$ cat src/rtl/tone_arbiter_if.sv
// Bus between the tone sources, the tone arbiter and the tone generator.
// The master side drives requests and periods; the slave side (the arbiter) returns grant and tone.
interface tone_arbiter_if #(
  parameter int TONE_WIDTH = 24
);
  logic [1:0]            req;
  logic [TONE_WIDTH-1:0] tone0;
  logic [TONE_WIDTH-1:0] tone1;
  logic [1:0]            gnt;
  logic [TONE_WIDTH-1:0] tone_out;
  logic                  output_enable;

  modport master (
    output req, tone0, tone1,
    input  gnt, tone_out, output_enable
  );

  modport slave (
    input  req, tone0, tone1,
    output gnt, tone_out, output_enable
  );
endinterface

$ cat src/rtl/tone_arbiter.sv
// Two-source tone arbiter: keyboard (0) has fixed priority over the music streamer (1), with a silent gap between grants.
// Optional macro TONE_ARB_PREEMPT_EN lets the keyboard take over once the streamer has held MIN_HOLD_CYCLES.
module tone_arbiter #(
  parameter int TONE_WIDTH      = 24,
  parameter int MIN_HOLD_CYCLES = 2500,
  parameter int GAP_CYCLES      = 250
) (
  input  logic          clk,
  input  logic          rst,
  tone_arbiter_if.slave bus
);

  typedef enum logic [1:0] {
    IDLE   = 2'd0,
    GRANT0 = 2'd1,
    GRANT1 = 2'd2,
    GAP    = 2'd3
  } state_t;

  localparam int               GAP_W      = (GAP_CYCLES > 0) ? $clog2(GAP_CYCLES + 1) : 1;
  localparam logic [GAP_W-1:0] GAP_LAST   = (GAP_CYCLES > 0) ? GAP_W'(GAP_CYCLES - 1) : '0;
  localparam state_t           EXIT_STATE = (GAP_CYCLES > 0) ? GAP : IDLE;

  state_t                state;
  state_t                state_nxt;
  logic [GAP_W-1:0]      gap_cnt;
  logic [1:0]            gnt_q;
  logic [1:0]            gnt_nxt;
  logic [TONE_WIDTH-1:0] tone_q;
  logic [TONE_WIDTH-1:0] tone_nxt;
  logic                  oe_q;
  logic                  rst_sync_n;

  // Reset asserts asynchronously but releases on a clock edge, so the first edge after
  // release only arms the core and arbitration starts on the following edge.
  always_ff @(posedge clk or negedge rst) begin
    if (!rst) rst_sync_n <= 1'b0;
    else      rst_sync_n <= 1'b1;
  end

`ifdef TONE_ARB_PREEMPT_EN
  localparam int                HOLD_W   = (MIN_HOLD_CYCLES > 0) ? $clog2(MIN_HOLD_CYCLES + 1) : 1;
  localparam logic [HOLD_W-1:0] HOLD_MAX = HOLD_W'(MIN_HOLD_CYCLES);

  logic [HOLD_W-1:0] hold_cnt;
  logic              hold_done;

  assign hold_done = (hold_cnt == HOLD_MAX);

  always_ff @(posedge clk or negedge rst_sync_n) begin
    if (!rst_sync_n) begin
      hold_cnt <= '0;
    end else if ((state_nxt != state) || !((state == GRANT0) || (state == GRANT1))) begin
      hold_cnt <= '0;
    end else if (!hold_done) begin
      hold_cnt <= hold_cnt + 1'b1;
    end
  end
`endif

  always_ff @(posedge clk or negedge rst_sync_n) begin
    if (!rst_sync_n) state <= IDLE;
    else             state <= state_nxt;
  end

  always_comb begin
    state_nxt = state;
    case (state)
      IDLE: begin
        if (bus.req[0])      state_nxt = GRANT0;
        else if (bus.req[1]) state_nxt = GRANT1;
      end
      GRANT0: begin
        if (!bus.req[0]) state_nxt = EXIT_STATE;
      end
      GRANT1: begin
        if (!bus.req[1]) state_nxt = EXIT_STATE;
`ifdef TONE_ARB_PREEMPT_EN
        else if (bus.req[0] && hold_done) state_nxt = EXIT_STATE;
`endif
      end
      GAP: begin
        if (gap_cnt == GAP_LAST) state_nxt = IDLE;
      end
      default: state_nxt = IDLE;
    endcase
  end

  // The period is only passed through once a grant is established and while it persists,
  // so the entry cycle and the exit cycle both present silence.
  always_comb begin
    gnt_nxt  = 2'b00;
    tone_nxt = '0;
    case (state_nxt)
      GRANT0: begin
        gnt_nxt = 2'b01;
        if (state == GRANT0) tone_nxt = bus.tone0;
      end
      GRANT1: begin
        gnt_nxt = 2'b10;
        if (state == GRANT1) tone_nxt = bus.tone1;
      end
      default: begin
        gnt_nxt  = 2'b00;
        tone_nxt = '0;
      end
    endcase
  end

  always_ff @(posedge clk or negedge rst_sync_n) begin
    if (!rst_sync_n) begin
      gap_cnt <= '0;
      gnt_q   <= 2'b00;
      tone_q  <= '0;
      oe_q    <= 1'b0;
    end else begin
      gap_cnt <= ((state == GAP) && (state_nxt == GAP)) ? gap_cnt + 1'b1 : '0;
      gnt_q   <= gnt_nxt;
      tone_q  <= tone_nxt;
      oe_q    <= |gnt_nxt;
    end
  end

  assign bus.gnt           = gnt_q;
  assign bus.tone_out      = tone_q;
  assign bus.output_enable = oe_q;

  // Grants stay one-hot-or-zero and never hand over from one source to the other directly.
  always_ff @(posedge clk) begin
    if (rst_sync_n) begin
      assert (gnt_q != 2'b11);
      assert (oe_q == (gnt_q != 2'b00));
      assert (!(((gnt_q == 2'b01) && (gnt_nxt == 2'b10)) || ((gnt_q == 2'b10) && (gnt_nxt == 2'b01))));
    end
  end

endmodule

$ cat src/flat_wrapper.sv
// flat-port wrapper written by rule: the top's interface ports become plain ports
module tone_arbiter_flat 
#(
  parameter int TONE_WIDTH      = 24,
  parameter int MIN_HOLD_CYCLES = 2500,
  parameter int GAP_CYCLES      = 250
)
  (clk, rst, bus_req, bus_tone0, bus_tone1, bus_gnt, bus_tone_out, bus_output_enable);
  tone_arbiter_if #(.TONE_WIDTH(TONE_WIDTH)) bus_i ();
  input  logic clk;
  input  logic rst;
  input wire logic [$bits(bus_i.req)-1:0] bus_req;
  input wire logic [$bits(bus_i.tone0)-1:0] bus_tone0;
  input wire logic [$bits(bus_i.tone1)-1:0] bus_tone1;
  output wire logic [$bits(bus_i.gnt)-1:0] bus_gnt;
  output wire logic [$bits(bus_i.tone_out)-1:0] bus_tone_out;
  output wire logic [$bits(bus_i.output_enable)-1:0] bus_output_enable;
  assign bus_i.req = bus_req;
  assign bus_i.tone0 = bus_tone0;
  assign bus_i.tone1 = bus_tone1;
  assign bus_gnt = bus_i.gnt;
  assign bus_tone_out = bus_i.tone_out;
  assign bus_output_enable = bus_i.output_enable;
  tone_arbiter #(.TONE_WIDTH(TONE_WIDTH), .MIN_HOLD_CYCLES(MIN_HOLD_CYCLES), .GAP_CYCLES(GAP_CYCLES)) u_core (.clk(clk), .rst(rst), .bus(bus_i));
endmodule
$ cat config.mk
export PLATFORM = sky130hd
export DESIGN_NAME = tone_arbiter_flat
export DESIGN_NICKNAME = d
export VERILOG_FILES = /design/src/rtl/tone_arbiter_if.sv /design/src/rtl/tone_arbiter.sv /design/src/flat_wrapper.sv
export SDC_FILE = /design/constraint.sdc
export NUM_CORES = 1
export LEC_CHECK = 0
export CAP_MARGIN = 40
export CORE_ASPECT_RATIO = 0.8
export CORE_MARGIN = 2
export CORE_UTILIZATION = 35
export CTS_CLUSTER_DIAMETER = 50
export DETAILED_ROUTE_END_ITERATION = 8
export PLACE_DENSITY = 0.74
export REMOVE_ABC_BUFFERS = 1
export SYNTH_ARGS = -nofsm -noshare
export SYNTH_HDL_FRONTEND = slang
export SYNTH_SLANG_ARGS = --single-unit
export TNS_END_PERCENT = 10
$ cat constraint.sdc
create_clock -name clk -period 1.38 [get_ports clk]
set_clock_uncertainty 0.15 [all_clocks]
set_input_delay 0.276 -clock clk [delete_from_list [all_inputs] [get_ports clk]]
set_output_delay 0.276 -clock clk [all_outputs]
set_load 0.05 [all_outputs]
==> impl_metrics.ini <==
[sta]
setup_viol_count_final = 8
drv_slew = 0
clock.fmax_mhz = 698
finalHoldViolCount = 0
final.setup.tns_ps = -287
rsz0062_at_grt = yes
timing.final.crit_share_pct = 104
fin_ws_ps = -53.0
period_minus_slack_ps = 1430

[power]
swShare_pct = 26.2
finalPower_mw = 2.75
irDropWorstVdd_mv = 0.564
p_sw_mw = 0.721
combPwrFrac_pct = 19.1
p_per_area_nw_per_um2 = 988
p_clk_share_pct = 31.2
seqPwrFrac_pct = 49.6
p_leak_nw = 1.25
p_int_mw = 2.03

[floorplanning]
pin_count = 79
rows = 21
start_util_pct = 36.1
core-area_sq_um = 4150
die_x_microns = 77.1
die_h_microns = 62.5
die_area_sq_um = 4820

[synthesis]
netlist_area_sq_um = 1500
synth.avg_cell_area_sq_um = 13.0
synth_seq_cells = 38
synthTopCellsByArea = dfrtp_1 (63%), a22o_1 (14%), nor2_1 (2.5%)
ys_seq_area_share_pct = 63.5
synth_top_cell_by_area = dfrtp_1
synth_top_area_share_pct = 63.5
ys.warnings.count = 0
synthCells = 115
synth.distinct_cells = 28

[clock_network]
cts_buffer_depth = 2
cts-root-buf = clkbuf_8
cts_tree = built
ctsHtreeMaxLevel = 2
insertion_delay_ps = 280
cts_buffers = 5
clock-sinks = 38
clk_pin_slew_ps = 70

[placement]
hpwl_mm = 2.92
io_buffers = 78
gp_routability_congestion = 0.828
place_ws_ps = -407

[final_layout]
drive_above_1_share_pct = 27.3
final_nets = 258
n_antenna_cell = 0
area_growth_pct = 86.0
final_cell_mix = clkdlybuf4s50_1 (50), dfrtp_1 (37), buf_12 (27), a22o_1 (24), nor2_1 (9)
fillers = 295
final_common_cell = clkdlybuf4s50_1

[global_routing]
grt_pass1_wl_mm = 6.52
grt_pass1_vias = 1403
grtUsageTotal_pct = 17.4
grt_max_degree = 38
grt-ovfl-total = 0
antenna_found_initial = 0

[flow_run]
cap_violations = 0

[route]
vias_per_cell = 4.80
met1Wirelength_mm = 1.52
drt_iter0_drc = 96
drc_errors = 0
routedWlPerCell_microns = 14.9
dr_wl_met3_microns = 334
routed_wl_mm = 3.89
highest-signal-layer = met4
route.met2.wl_mm = 2.03
vias = 1258
drt_pass1_iterations = 4
ant_nets = 0

[setup_path]
worst-path-max-fanout = 5
worst_ep_arrival_time_ps = 1460
end_kind = register
start_kind = register
crit_type = register to register
worst_ep_required_time_ps = 1400

[status]
outcome = complete, but fails checks
violations = negative setup slack

[hold_path]
hold_path_class = register to asynchronous set/reset pin
## layer usage
layer	up-vias	GRT usage (%)
li1	590	-
met4	0	3.35
met5	-	0
met2	56	29.3
met1	610	20.0
met3	2	8.82
## synth_stat cells
cell,instances
dfrtp_1,38
a22o_1,24
nor2_1,10
a21oi_1,5
nand3_1,4
buf_6,3
inv_1,3
nor3_1,3
buf_2,2
ha_1,2
nand2_1,2
nand2b_1,2
xor2_1,2
a21o_1,1
a31oi_1,1
and2_4,1
and3_1,1
and3b_1,1
conb_1,1
nand2b_4,1
nand3_2,1
nand4_1,1
nand4b_1,1
nor2_4,1
nor2b_2,1
o21ai_0,1
o21bai_1,1
xnor2_1,1
## per-stage QoR
step	area, sq um	hold WS, ps	utilization [%]	cells
floorplan	1450	-170	-	110
global placement	2630	146	63.3	252
detailed placement	2630	147	63.3	252
CTS	2760	159	66.5	261
global route	2790	189	67.1	262
finish	2790	144	67.1	262
## registers in the layout, summed over array words and instances (netlist names)
signal and cells:
u_core.bus.gnt 2, u_core.bus.output_enable 1, u_core.bus.tone_out 24, u_core.gap_cnt 8
u_core.rst_sync_n 1, u_core.state 2
## worst paths after layout
check	startpoint	endpoint	slack, ps	cells after the start
max	u_core.gap_cnt[1]$_DFF_PN0_	u_core.gap_cnt[3]$_DFF_PN0_	-50	6
min	u_core.rst_sync_n$_DFF_PN0_	u_core.gap_cnt[1]$_DFF_PN0_	140	1
max reg2reg	u_core.gap_cnt[1]$_DFF_PN0_	u_core.gap_cnt[3]$_DFF_PN0_	-50	6
min reg2reg	u_core.rst_sync_n$_DFF_PN0_	u_core.gap_cnt[1]$_DFF_PN0_	140	1
max in group asynchronous	rst	u_core.rst_sync_n$_DFF_PN0_	450	2
min in group clk	u_core.gap_cnt[7]$_DFF_PN0_	u_core.gap_cnt[7]$_DFF_PN0_	410	2
## logic make-up (layout without fill, tap and decap cells)
group / after synthesis / count (layout) / synth area share, %
simple gates: 30 / 31 / 11.7
other cells: 1 / 1 / 0.250
fa+ha+maj: 2 / 2 / 1.67
flops: 38 / 38 / 63.5
compound gates: 33 / 33 / 17.5
buf+inv: 8 / 97 / 3.68
xor+xnor: 3 / 3 / 1.75
## layout make-up
| class | count | area (sq um) | area share (%) |
|---|---|---|---|
| Timing Repair Buffer | 86 | 1110 | 39.9 |
| Tap cell | 57 | 71.3 | 2.56 |
| Clock buffer | 8 | 110 | 3.95 |
| Inverter | 3 | 11.3 | 0.404 |
| Multi-Input combinational cell | 70 | 529 | 19.0 |
| Sequential cell | 38 | 952 | 34.2 |
## power groups by stage
stage | sequential, mW | clock (mW) | combinational (mW)
2_1_floorplan | 1.35 | 0 | 0.217
3_3_place_gp | 1.34 | 0 | 0.451
3_5_place_dp | 1.36 | 0 | 0.486
4_1_cts | 1.35 | 0.885 | 0.499
5_1_grt | 1.39 | 0.947 | 0.580
6_report | 1.37 | 0.860 | 0.527
## critical path, stage by stage, from the launching register on
cell and delay (ps):
dfrtp_1 380, inv_1 70, ha_2 190, and3b_2 220
nand3_2 110, nand3_2 140, nor2_1 60
## what timing repair did
action,CTS,global route
cloned,0,1
setup endpoints to repair,33,34
gates resized for setup,5,6
buffers inserted,0,0
endpoints found under the hold margin,1,0
pin swaps,18,5
hold buffers,1,0
Power figures use the tool's default switching activity.
